**src/rtl/cordic_multimode_iter.sv**
```systemverilog
// Iterative CORDIC engine, rotation and vectoring modes.
// One shared micro-rotation stage is reused over ITERS cycles.
module cordic_multimode_iter #(
    parameter int BITS  = 16,
    parameter int GUARD = 3,
    parameter int ITERS = 14
) (
    input  logic                   i_clk,
    input  logic                   i_rst_n,
    input  logic                   i_en,
    input  logic                   i_valid,
    output logic                   o_ready,
    input  logic                   i_mode,
    input  logic signed [BITS-1:0] i_x,
    input  logic signed [BITS-1:0] i_y,
    input  logic signed [BITS-1:0] i_z,
    output logic                   o_valid,
    input  logic                   i_ready,
    output logic signed [BITS-1:0] o_x,
    output logic signed [BITS-1:0] o_y,
    output logic signed [BITS-1:0] o_z,
    output logic                   o_busy
);

    localparam int XW = BITS + GUARD + 1;
    localparam int ZW = BITS + GUARD;
    localparam int CW = (ITERS > 1) ? $clog2(ITERS) : 1;
    localparam logic signed [ZW-1:0] QPI = ZW'(2 ** (ZW - 2));
    localparam logic signed [BITS-1:0] OMAX = {1'b0, {(BITS-1){1'b1}}};
    localparam logic signed [BITS-1:0] OMIN = {1'b1, {(BITS-1){1'b0}}};

    // atan(2^-i) with 2^31 == pi
    localparam logic [31:0] ATAN [16] = '{
        32'h20000000, 32'h12E4051D, 32'h09FB385B, 32'h051111D4,
        32'h028B0D43, 32'h0145D7E1, 32'h00A2F61E, 32'h00517C55,
        32'h0028BE53, 32'h00145F2E, 32'h000A2F98, 32'h000517CC,
        32'h00028BE6, 32'h000145F3, 32'h0000A2F9, 32'h0000517C
    };

    typedef enum logic [1:0] {IDLE, PRE, ITER, DONE} state_t;

    state_t                 state_q;
    logic signed [XW-1:0]   x_q, y_q;
    logic signed [ZW-1:0]   z_q;
    logic                   mode_q;
    logic [CW-1:0]          cnt_q;
    logic                   valid_q;
    logic signed [BITS-1:0] ox_q, oy_q, oz_q;

    logic signed [XW-1:0]   xsh, ysh, x_d, y_d;
    logic signed [ZW-1:0]   z_d, atan_c;
    logic                   d_pos, fold;

    function automatic logic signed [ZW-1:0] atan_rnd(input logic [CW-1:0] idx);
        logic [3:0]  k;
        logic [32:0] t;
        k = 4'(idx);
        t = {1'b0, ATAN[k]} + (33'd1 << (31 - ZW));
        return t[32-ZW +: ZW];
    endfunction

    function automatic logic signed [BITS-1:0] out_xy(input logic signed [XW-1:0] v);
        logic signed [XW:0] t;
        t = {v[XW-1], v} + (XW+1)'(2 ** (GUARD - 1));
        t = t >>> GUARD;
        if ((&t[XW:BITS-1]) || !(|t[XW:BITS-1]))
            return t[BITS-1:0];
        return t[XW] ? OMIN : OMAX;
    endfunction

    function automatic logic signed [BITS-1:0] out_z(input logic signed [ZW-1:0] v);
        logic [ZW-1:0] t;
        t = v + ZW'(2 ** (GUARD - 1));
        return t[ZW-1:GUARD];
    endfunction

    always_comb begin
        xsh    = x_q >>> cnt_q;
        ysh    = y_q >>> cnt_q;
        atan_c = atan_rnd(cnt_q);
        d_pos  = mode_q ? y_q[XW-1] : ~z_q[ZW-1];
        if (d_pos) begin
            x_d = x_q - ysh;
            y_d = y_q + xsh;
            z_d = z_q - atan_c;
        end else begin
            x_d = x_q + ysh;
            y_d = y_q - xsh;
            z_d = z_q + atan_c;
        end
        if (mode_q)
            fold = x_q[XW-1];
        else
            fold = (z_q > QPI) || (z_q < -QPI);
    end

    always_ff @(posedge i_clk or negedge i_rst_n) begin
        if (!i_rst_n) begin
            state_q <= IDLE;
            x_q     <= '0;
            y_q     <= '0;
            z_q     <= '0;
            mode_q  <= 1'b0;
            cnt_q   <= '0;
            valid_q <= 1'b0;
            ox_q    <= '0;
            oy_q    <= '0;
            oz_q    <= '0;
        end else if (i_en) begin
            unique case (state_q)
                IDLE: begin
                    if (i_valid) begin
                        x_q     <= {i_x[BITS-1], i_x, {GUARD{1'b0}}};
                        y_q     <= {i_y[BITS-1], i_y, {GUARD{1'b0}}};
                        z_q     <= {i_z, {GUARD{1'b0}}};
                        mode_q  <= i_mode;
                        state_q <= PRE;
                    end
                end
                PRE: begin
                    // +/- pi is a flip of the angle MSB under wrap
                    if (fold) begin
                        x_q <= -x_q;
                        y_q <= -y_q;
                        z_q <= {~z_q[ZW-1], z_q[ZW-2:0]};
                    end
                    cnt_q   <= '0;
                    state_q <= ITER;
                end
                ITER: begin
                    x_q <= x_d;
                    y_q <= y_d;
                    z_q <= z_d;
                    if (cnt_q == CW'(ITERS - 1)) begin
                        ox_q    <= out_xy(x_d);
                        oy_q    <= out_xy(y_d);
                        oz_q    <= out_z(z_d);
                        valid_q <= 1'b1;
                        state_q <= DONE;
                    end else begin
                        cnt_q <= cnt_q + CW'(1);
                    end
                end
                DONE: begin
                    if (i_ready) begin
                        valid_q <= 1'b0;
                        state_q <= IDLE;
                    end
                end
                default: state_q <= IDLE;
            endcase
        end
    end

    assign o_ready = (state_q == IDLE);
    assign o_busy  = (state_q == PRE) || (state_q == ITER);
    assign o_valid = valid_q;
    assign o_x     = ox_q;
    assign o_y     = oy_q;
    assign o_z     = oz_q;

endmodule

```
**config.mk**
```make
export PLATFORM = sky130hd
export DESIGN_NAME = cordic_multimode_iter
export DESIGN_NICKNAME = d
export VERILOG_FILES = /design/src/rtl/cordic_multimode_iter.sv
export SDC_FILE = /design/constraint.sdc
export NUM_CORES = 1
export LEC_CHECK = 0
export ABC_AREA = 1
export CAP_MARGIN = 20
export CORE_UTILIZATION = 55
export CTS_CLUSTER_DIAMETER = 100
export DETAILED_ROUTE_END_ITERATION = 7
export GPL_ROUTABILITY_DRIVEN = 0
export PLACE_DENSITY = 0.77
export SYNTH_ARGS = -nofsm -noshare
export SYNTH_HDL_FRONTEND = slang
export SYNTH_SLANG_ARGS = --single-unit
export TNS_END_PERCENT = 30
```
**constraint.sdc**
```tcl
create_clock -name i_clk -period 9.3 [get_ports i_clk]
set_input_delay 0.93 -clock i_clk [delete_from_list [all_inputs] [get_ports i_clk]]
set_output_delay 0.93 -clock i_clk [all_outputs]
set_load 0.005 [all_outputs]
```
* After elaboration in Yosys (flattened, before gate mapping)
Memory sizes are Yosys's and may differ from the RTL's.
Index checks and enable logic that the tools add are counted.
** Word-level totals
- Bits in registers :: 115
- Bits in read-only memories :: 512
- Input bits :: 54
- Output and inout bits :: 51
- Logic and storage cells :: 103
- Memories kept :: 1
** Memories
- (name not given) :: words 16, width 32, rd ports 1, clocked after memory_dff 0, write ports 0, line 58 : t = {1'b0, ATAN[k]} + (33'd1 << (31 - ZW));
** Cells by class
- Add/sub/neg operators :: 13
- Magnitude comparators :: 3
- Equality and inequality tests :: 9
- Shift operators :: 2
- Mux-type cells :: 39
- Bitwise operators :: 3
- Reduce and logical (&&, ||, !) cells :: 22
** Operators by type and width (count)
- $mux W20 :: 6
- $pmux W20 S3 :: 2
- $mux W16 :: 6
- $mux W32 :: 2
- $mux W19 :: 3
- $pmux W19 S3 :: 1
- $add A20 B4 Y21 const B :: 2
- $add A20 B20 Y20 :: 2
- $neg A20 Y20 :: 2
- $sshr A20 B4 Y20 :: 2
- $sub A20 B20 Y20 :: 2
- $add A32 B13 Y32 const B :: 1
- $add A19 B19 Y19 :: 1
- $add A19 B4 Y19 const B :: 1
- $gt A19 B19 Y1 const B :: 1
- $lt A19 B18 Y1 const B :: 1
- $sub A19 B19 Y19 :: 1
- $reduce_and A4 Y1 :: 4
- $reduce_and A3 Y1 :: 5
- $mux W1 :: 12
- $ne A2 B2 Y1 const B :: 5
- $pmux W2 S4 :: 1
- $pmux W4 S2 :: 1
- $mux W2 :: 3
- 15 further kinds :: 24

* Longest topological paths before layout
- Depth in word-level cells :: 12
- Gate-level depth with buffers :: 40
- Mapped depth without buffers :: 38

* Least setup slack after synthesis
Ideal clock, no wire load.
- Path kind :: register -> register
- Start point :: reg cnt_q[1]
- End point :: reg oz_q[14], in the netlist o_z[14]
- Library setup time :: 0.117 ns
- Arrival :: 4.458 ns
- Required time :: 9.183 ns
- Slack :: 4.725 ns
- Stages on the path, launching flop included :: 33
- Path buffers :: 2
- Clock period less this slack :: 4.575 ns
- Cells stage by stage :: dfrtp_1 -> buf_6 -> inv_6 -> buf_4 -> ha_1 -> inv_1 -> nand2_1 -> nand2_1 -> o21ai_1 -> inv_2 -> ha_1 -> xor2_1 -> ha_1 -> nand3_1 -> nor2_2 -> inv_1 -> o31ai_2 -> xor2_1 -> ha_1 -> nand2_1 -> a21oi_1 -> nor3b_1 -> nand3_1 -> a21boi_0 -> o21ai_0 -> xor2_1 -> nand2_1 -> nor2_1 -> nand3_1 -> nand2_1 -> nand2_1 -> nand2_1 -> nand2_1
** Between the ends
- Longest elaborated chain between the ends :: 8
- Elaborated cells on any way between the ends :: 11
- Those cells by class :: add/sub (4); eq/ne (1); mux (3); bitwise (1); reduce/logical (1); memory (1)
** RTL lines
- start, declared :: line 46 : logic [CW-1:0] cnt_q;
- start signal, assigned :: line 141 : cnt_q <= cnt_q + CW'(1);
- $not A4 Y5 (implied by the code) :: line 58
- $mem_v2 Z16 W32
- $mux W32 (implied by the code) (2 in a row) :: line 58
- $add A32 B13 Y32 :: line 58
- $add A19 B19 Y19 or $sub A19 B19 Y19 (tied branches) :: line 89, 85
- $mux W19 :: line 82 : if (d_pos) begin
- $add A19 B4 Y19 :: line 73 : t = v + ZW'(2 ** (GUARD - 1));
- end signal, assigned :: line 137 : oz_q <= out_z(z_d);
- end, declared :: line 48 : logic signed [BITS-1:0] ox_q, oy_q, oz_q;
Several ways; a longest one is shown, not always the timed one. The select of a mux whose other input is x is not followed.
A chain may end at the register's enable or synchronous reset.

* Final worst setup path
- Start point :: reg cnt_q[0]
- End point :: reg oz_q[15], in the netlist o_z[15]
The elaborated chain is that of the path after synthesis.

==> flow_metrics.tcl <==
set metrics [dict create \
    initial_utilization_pct 56.7 \
    ant_nets 0 \
    io_pins 105 \
    fp.dieW_um 164 \
    synth_edf_count 0 \
    final_common_cell "nand2_1" \
    crit_fanout 50 \
    drive_gt1_share_pct 6.27 \
    synth_fp_nets 2535 \
    core_mm2 0.0255 \
    clockRootBuffer "clkbuf_16" \
    cts_resized 0 \
    ys_seq_area_share_pct 19.9 \
    wl_met3_um 4040 \
    drc 0 \
    crit_path_frequent_cell "nand2_1" \
    synthXorXnorAreaFrac_pct 6.75 \
    fill_cells 2447 \
    grt_pass1_vias 15163 \
    yosysTopAreaCell "dfrtp_1" \
    relSlewSlack_pct 28.0 \
    h-tree-depth 4 \
    crit_path_start "cnt_q[0]$_DFFE_PN0P_" \
    start_kind "flop" \
    fin_crit_sh_pct 67.1 \
    synthToLayoutAreaGrowth_pct 11.8 \
    synth_warnings 0 \
    synthAdderAreaFrac_pct 7.00 \
    port_buffers 104 \
    cts_sinks 115 \
    post-cts-setup-buffers 0 \
    ctsHoldBuffers 0 \
    crit_path_end_kind "flop" \
    synth_compound_area_share_pct 12.6 \
    crit_family "simple AND/OR/NAND/NOR gates" \
    clock_latency_ns 0.45 \
    vias 16436 \
    syn-cell-area_mm2 0.0145 \
    ys_types 55 \
    skew_ns 0.0159 \
    crit_slowest_cell "inv_2" \
    insertedDiodeCount 0 \
    seq_area_mm2 0.00288 \
    ys.flop_type "dfrtp_1" \
    hp-class "flop to flop" \
    fmax_mhz 160 \
    fin_setup_tns_ns 0 \
    synth-simple-area-share_pct 43.6 \
    worstReg2RegStart "cnt_q[0]$_DFFE_PN0P_" \
    path_clk_slew_ns 0.07 \
    grt_overflow 0 \
    multi_input_area_mm2 0.0101 \
    wl_per_cell_um 16.3 \
    hp-start "o_z[0]$_DFFE_PN0P_" \
    hold_viol 0 \
    critical_path_buf_inv_count 5 \
    routed_wl_um 45600 \
    finalWorstPathRequiredPeriod_ns 6.24 \
    synth.mux.area_fraction_pct 0.0779 \
    wl_met1_um 19100 \
    worstMarginPinSlew_ns 1.08 \
    drtIter0Drc 1779 \
    synth_top_family_by_area "simple AND/OR/NAND/NOR gates" \
    grt_antenna_before_repair 0 \
    required_ns 9.64 \
    synthTopCellsByArea "dfrtp_1 20%, nand2_1 19%, nand3_1 11%" \
    worstPathArrival_ns 6.58 \
    rows 58 \
    grt_setup_unrepaired "false" \
    vias_per_cell 5.86 \
    hpwlAfterDp_um 34500 \
    wl_met2_um 20700 \
    die-area_mm2 0.0269 \
    yosys.area.top_type_share_pct 19.9 \
    grt_usage_pct 34.2 \
    async_flop_share_pct 100 \
    ys_seq_elements 115 \
    highest_layer "met4" \
    final_cell_mix "738 x nand2_1, 319 x nand3_1, 250 x inv_1" \
    slew_violations 0 \
    clockBufferDepth 2 \
    cts_buffers 17 \
    setup_viol 0 \
    synthCells 2402 \
    max_stage_delay_ns 0.59 \
    drv_cap 0 \
    critPathKind "flop to flop" \
    run_status "complete, no violations" \
    fin_nets 2593 \
    cts_tree "yes" \
    syn_avg_cell_area_um2 6.02 \
    grt_max_degree 68 \
    dr.pass1.iters 6 \
    dieHeight_um 164 \
    grt_pass1_wl_um 73500 \
]
## synthesized netlist by cell type, types with 4 or more instances
| cell type | instances |
|---|---|
| xor2_2 | 5 |
| nand3_1 | 319 |
| o31ai_1 | 6 |
| dfrtp_1 | 115 |
| buf_4 | 8 |
| o22ai_1 | 4 |
| nand3_2 | 7 |
| nand3b_1 | 16 |
| nand2_2 | 34 |
| buf_6 | 13 |
| nand4_1 | 44 |
| nor2_2 | 15 |
| o21ai_0 | 98 |
| inv_2 | 10 |
| a31oi_1 | 9 |
| ha_1 | 76 |
| a22oi_1 | 9 |
| inv_1 | 250 |
| or2_2 | 18 |
| a32oi_1 | 11 |
| nand2_1 | 738 |
| a211oi_1 | 5 |
| o211ai_1 | 13 |
| xor2_1 | 76 |
| o21bai_1 | 5 |
| clkbuf_1 | 39 |
| buf_2 | 20 |
| nor2_1 | 206 |
| nor3_2 | 4 |
| a21oi_1 | 123 |
| o21ai_1 | 12 |
| xnor2_1 | 26 |
| clkinv_1 | 4 |
| nor3_1 | 25 |
## state kept, by name (all words and copies together) (netlist names)
name,count
x_q,20
y_q,20
z_q,19
o_x,16
o_y,16
o_z,16
cnt_q,4
state_q,2
mode_q,1
o_valid,1
## worst register-to-register path: cells and delay by family (launching register included)
kind / cells / cell delay (ns)
DFF: 1 / 0.35
AOI/OAI and AO/OA: 4 / 0.97
xor gates and xnor gates: 2 / 0.45
adders and majority gates: 4 / 1.02
buffers and inverters: 5 / 1.12
and+or+nand+nor: 19 / 2.23
## metrics by stage
stage               instances  area, µm²  utilization [%]  worst slack (ns)  hold slack, ns
finish                   2803      16200             63.4              3.06           0.473
global route             2803      16200             63.4              2.43           0.490
CTS                      2802      16100             63.4              3.21           0.476
detailed placement       2770      15600             61.1              3.25           0.459
global placement         2770      15600             61.1              3.37           0.454
floorplan                2402      14500                -              4.73           0.465
## layout make-up
cell class                      instances  share of cell area (%)
Multi-Input combinational cell       1942                    62.7
Sequential cell                       115                    17.8
Timing Repair Buffer                  119                    7.17
Inverter                              265                    6.19
Clock buffer                           18                    2.72
Tap cell                              330                    2.56
Clock inverter                         14                   0.898
## path summary, 6_finish.rpt
path                                        to  slack (ns)  depth (start not counted)
min reg2reg                 o_z[0]$_DFFE_PN0P_        0.47                          2
max                        o_z[15]$_DFFE_PN0P_        3.06                         34
max in group asynchronous   x_q[5]$_DFFE_PN0P_        7.40                          2
min                         o_z[0]$_DFFE_PN0P_        0.47                          2
max reg2reg                o_z[15]$_DFFE_PN0P_        3.06                         34
min in group asynchronous   o_z[1]$_DFFE_PN0P_        0.50                          1
## kinds of logic (layout without fill, tap and decap cells)
kind of cell | after synthesis | after routing
simple gates | 1438 | 1438
buf+inv | 345 | 416
compound gates | 317 | 317
flops | 115 | 115
xor+xnor | 107 | 107
fa+ha+maj | 79 | 79
mux | 1 | 1
## metal layers
| metal | vias to the layer above | track usage, % |
|---|---|---|
| met5 | - | 0 |
| met4 | 0 | 16.3 |
| met3 | 134 | 6.82 |
| met2 | 802 | 54.5 |
| met1 | 7484 | 44.2 |
| li1 | 8016 | - |
Power is left out: the tool's default activity adds up to more than one toggle a clock period on the data nets, which glitch-free logic cannot reach.
==> RTL edit 1: new RTL, same settings <==
Make the reset (`i_rst_n`) synchronous in one clocked block.
--- a/src/rtl/cordic_multimode_iter.sv
+++ b/src/rtl/cordic_multimode_iter.sv
@@ -94,7 +94,7 @@
             fold = (z_q > QPI) || (z_q < -QPI);
     end
 
-    always_ff @(posedge i_clk or negedge i_rst_n) begin
+    always_ff @(posedge i_clk) begin
         if (!i_rst_n) begin
             state_q <= IDLE;
             x_q     <= '0;
Formal check against the unedited RTL: differs if i_rst_n is asserted again (counterexample within 4 cycles, from zero or initial values and one cycle with i_rst_n low); with i_rst_n held inactive, the same outputs for 10 cycles.
==> RTL edit 1 against the unedited design <==
- setup slack worse by 0.39 ns
- routed wire length up 6.0%
- first-iteration DRC count up 7.9%
- sequential cell count unchanged
- cell area up 0.50%
- synthesized area up 1.2%
- final cell count up 4.9%
- highest routed layer unchanged
Power is left out: it rests on default switching activity, and per cell area and clock period it moved more than threefold.
==> RTL edit 1: results (changes against the unedited design) <==
Worst r2r src: cnt_q[0]$_SDFFE_PN0P_ (was cnt_q[0]$_DFFE_PN0P_)
Initial antenna violation count: 0 (unchanged)
Vias: 17,100 (was 16,400)
Async SR Flop Fraction: 0% (was 100%)
Flop-to-flop setup slack: 2.66 ns (was 3.06 ns)
First-pass GRT wire length: 75.7 mm (was 73.5 mm)
Htree depth: 4 (unchanged)
Instance area after placement: 15,600 sq um (about the same)
Synth area leaders: nand2_1 18%, dfxtp_1 16%, nand3_1 10%, inv_1 8.2%, nor2_1 6.6% (was dfrtp_1 20%, nand2_1 19%, nand3_1 11%, ha_1 6.6%, inv_1 6.5%)
Num CTS Buffers: 17 (unchanged)
List of most frequent post-synthesis cells: 692 x nand2_1, 321 x inv_1, 305 x nand3_1, 257 x nor2_1, 143 x a21oi_1 (was 738 x nand2_1, 319 x nand3_1, 250 x inv_1, 206 x nor2_1, 123 x a21oi_1)
Worst min path class: flip-flop to flip-flop (unchanged)
Outcome: finished clean (unchanged)
Clock Tree Root: clkbuf_16 (unchanged)
Post-DP HPWL: 36.4 mm (was 34.5 mm)
Maximum clock path buffer count: 2 (unchanged)
Worst Max-Slew Pin Slew: 1.12 ns (was 1.08 ns)
Hold path startpoint: z_q[2]$_SDFFE_PN0P_ (was o_z[0]$_DFFE_PN0P_)
Crit-path max FO: 49 (was 50)
Layout cells sized above 1: 7.41% (was 6.27%)
Ant diodes: 0 (unchanged)
Vias in the first global route: 14,900 (was 15,200)
GRT Overall Usage: 35.2% (was 34.2%)
Post-Syn Instances: 2,549 (was 2,402)
Grt met1 use: 49.1% (was 44.2%)
R2R cell count: 33 (was 34)
Hold_ws: 0.490 ns (was 0.473 ns)
Largest net degree at the start of global routing: 91 (was 68)
Setup WS pre-CTS: 2.82 ns (was 3.25 ns)
Met2 usage: 51.3% (was 54.5%)
Clk_lat worst skew: 0.43 ns (was 0.45 ns)
Metal2 WL: 19.9 mm (was 20.7 mm)
Met3 usage: 7.66% (was 6.82%)
Seq/Total Area, Yosys: 15.7% (was 19.9%)
Met1 WL: 21.0 mm (was 19.1 mm)
Crit path largest cell delay: 0.99 ns (was 0.59 ns)
YS warnings: 0 (unchanged)
Worst path top cell family by delay: simple AND/OR/NAND/NOR gates (unchanged)
Top_reg_cell synth: dfxtp_1 (was dfrtp_1)
Slowest cell on the critical path: dfxtp_2 (was inv_2)
Initial DRC Count: 1,920 (was 1,779)
Critical R2R Capture: o_z[11]$_SDFFE_PN0P_ (was o_z[15]$_DFFE_PN0P_)
Drt pass-1 iters: 6 (unchanged)
Clock Skew: 0.0148 ns (was 0.0159 ns)
Finished Layout Cells: 2,941 (was 2,803)
Max Slew Vio Count: 0 (unchanged)
CTS clock-pin slew for the worst setup and hold paths: 0.07 ns (about the same)
Wire length per cell: 16.4 um (was 16.3 um)
Fin nets: 2,726 (was 2,593)
Arr. time, crit path: 6.96 ns (was 6.58 ns)
Worst Hold End: z_q[2]$_SDFFE_PN0P_ (was o_z[0]$_DFFE_PN0P_)
Met3 wire length: 5.59 mm (was 4.04 mm)
Yosys cell types: 58 (was 55)
## RTL edit 1: cell count changes after synthesis, moves of 20 or more
cell / delta
inv_1: +71
dfxtp_1: +115
o21ai_0: +30
dfrtp_1: -115
nand3_2: +22
nor2_1: +51
a21oi_1: +20
nand2_1: -46
## RTL edit 1: logic make-up (layout without fill, tap and decap cells)
group / after synthesis / count (layout) / share of synthesized area (%)
xor+xnor: 94 / 94 / 5.68
buf+inv: 431 / 488 / 12.4
fa+ha+maj: 79 / 79 / 6.92
flops: 115 / 115 / 15.7
compound gates: 363 / 363 / 14.1
simple gates: 1467 / 1467 / 45.2
## RTL edit 1: area by class of cell
cell class	instances	area [sq um]
repair buffers	117	1130
fillers	2529	9820
inverters	339	1270
flip-flops and latches	115	2300
multi-input cells	2003	10500
well taps	335	419
clock buffers	17	425
clock inverters	15	171
## RTL edit 1: worst max path at each step
| stage | slack (ns) | start | cells past startpoint | to |
|---|---|---|---|---|
| 6_report | 2.66 | cnt_q[0]$_SDFFE_PN0P_ | 33 | o_z[11]$_SDFFE_PN0P_ |
| 5_1_grt | 2.06 | cnt_q[0]$_SDFFE_PN0P_ | 32 | o_z[13]$_SDFFE_PN0P_ |
| 4_1_cts | 2.79 | cnt_q[0]$_SDFFE_PN0P_ | 33 | o_z[11]$_SDFFE_PN0P_ |
| 3_5_place_dp | 2.82 | cnt_q[0]$_SDFFE_PN0P_ | 33 | o_z[11]$_SDFFE_PN0P_ |
| 3_3_place_gp | 2.98 | cnt_q[0]$_SDFFE_PN0P_ | 33 | o_z[11]$_SDFFE_PN0P_ |
| 2_1_floorplan | 4.57 | cnt_q[0]$_SDFFE_PN0P_ | 34 | o_z[13]$_SDFFE_PN0P_ |
==> RTL edit 2: new RTL, same settings <==
Made on the original files. Set the parameter `ITERS` to 16 (it was 14).
--- a/src/rtl/cordic_multimode_iter.sv
+++ b/src/rtl/cordic_multimode_iter.sv
@@ -3,7 +3,7 @@
 module cordic_multimode_iter #(
     parameter int BITS  = 16,
     parameter int GUARD = 3,
-    parameter int ITERS = 14
+    parameter int ITERS = 16
 ) (
     input  logic                   i_clk,
     input  logic                   i_rst_n,
Function: same outputs for any inputs over 10 cycles, from zero or initial values and one cycle with i_rst_n low; that may be too few to reach the edited logic, so the function may still have changed.
==> RTL edit 2 against the unedited design <==
- cell area is 1.3% lower
- routed wire length up 5.0%
- via count increased by 0.32%
- sequential cell count is the same
- sequential share of layout area rose by 0.24 points
- utilization decreased by 0.29 points
- global-route usage increased by 2.2 points
- critical path depth shrank 1
- setup slack improved by 0.11 ns
- synthesized area down 1.7%
Power is left out: the tool's default activity adds up to more than one toggle a clock period on the data nets, which glitch-free logic cannot reach.
==> RTL edit 2: results (changes against the unedited design) <==
Worst min path class: flip-flop to flip-flop (unchanged)
Initial DRC Count: 1,557 (was 1,779)
Arr. time, crit path: 6.45 ns (was 6.58 ns)
Fin nets: 2,565 (was 2,593)
Crit-path max FO: 37 (was 50)
Clk_lat worst skew: 0.43 ns (was 0.45 ns)
WHS Path Cells: 2 (unchanged)
YS warnings: 0 (unchanged)
Ant diodes: 0 (unchanged)
Clock Skew: 0.0185 ns (was 0.0159 ns)
List of most frequent post-synthesis cells: 805 x nand2_1, 243 x inv_1, 243 x nand3_1, 216 x nor2_1, 122 x a21oi_1 (was 738 x nand2_1, 319 x nand3_1, 250 x inv_1, 206 x nor2_1, 123 x a21oi_1)
Drt pass-1 iters: 8 (was 6)
Largest net degree at the start of global routing: 64 (was 68)
GRT Overall Usage: 36.4% (was 34.2%)
Routed wire length: 47.9 mm (was 45.6 mm)
Synth area leaders: nand2_1 21%, dfrtp_1 20%, nand3_1 8.6%, ha_1 6.7%, inv_1 6.4% (was dfrtp_1 20%, nand2_1 19%, nand3_1 11%, ha_1 6.6%, inv_1 6.5%)
R2R cell count: 33 (was 34)
Outcome: finished clean (unchanged)
Seq/Total Area, Yosys: 20.3% (was 19.9%)
Vias per std cell: 5.94 (was 5.86)
Syn_nets: 2,508 (was 2,535)
Post-DP HPWL: 36.2 mm (was 34.5 mm)
Yosys cell types: 60 (was 55)
Initial antenna violation count: 1 (was 0)
Crit path largest cell delay: 0.51 ns (was 0.59 ns)
Vias in the first global route: 15,300 (was 15,200)
Fill cell count: 2,420 (was 2,447)
Htree depth: 4 (unchanged)
Layout cells sized above 1: 5.40% (was 6.27%)
Slowest cell on the critical path: inv_2 (unchanged)
Worst Max-Slew Pin Slew: 1.05 ns (was 1.08 ns)
First-pass GRT wire length: 76.3 mm (was 73.5 mm)
RTL edit 2: worst min-delay path: stages, from the launching register on:
cell and delay [ns]:
dfrtp_1 0.34, nand2_1 0.05, nand2_1 0.05
RTL edit 2: worst paths after layout:
check                                startpoint                  end  slack [ns]
max                        cnt_q[1]$_DFFE_PN0P_  o_z[15]$_DFFE_PN0P_        3.17
min                          o_y[5]$_DFFE_PN0P_   o_y[5]$_DFFE_PN0P_        0.48
max reg2reg                cnt_q[1]$_DFFE_PN0P_  o_z[15]$_DFFE_PN0P_        3.17
min reg2reg                  o_y[5]$_DFFE_PN0P_   o_y[5]$_DFFE_PN0P_        0.48
max in group asynchronous               i_rst_n  z_q[16]$_DFFE_PN0P_        7.40
min in group asynchronous               i_rst_n   z_q[3]$_DFFE_PN0P_        0.56
RTL edit 2: stage by stage:
stage / setup slack (ns) / area (sq um) / hold WS [ns] / instances / utilization (%)
finish: 3.17 / 15900 / 0.477 / 2775 / 63.1
global route: 2.60 / 15900 / 0.501 / 2775 / 63.1
CTS: 2.80 / 15900 / 0.482 / 2774 / 63.0
detailed placement: 2.83 / 15300 / 0.466 / 2742 / 60.7
global placement: 2.94 / 15300 / 0.464 / 2742 / 60.7
floorplan: 4.73 / 14200 / 0.465 / 2375 / -
RTL edit 2: cell families after synthesis:
logic type	share of synthesized area, %
DFF	20.3
buffers and inverters	10.0
adders and majority gates	7.12
xor gates and xnor gates	6.79
AOI/OAI and AO/OA	13.3
muxes	0.0792
and+or+nand+nor	42.4
RTL edit 2: routing by layer:
metal	up-vias	share of wire, %	global-route usage [%]
met3	207	8.2	6.52
met1	7541	40	43.6
met5	-	0.027	0
met2	861	46	60.7
met4	2	5.9	21.8
li1	7877	-	-
RTL edit 2: area by class of cell:
cell class              count  area [sq um]  area share, %
well taps                 330           413           2.59
repair buffers            116          1150           7.20
multi-input cells        1919          9920           62.2
flip-flops and latches    115          2880           18.0
inverters                 263           992           6.22
clock inverters            15           170           1.07
clock buffers              17           425           2.67
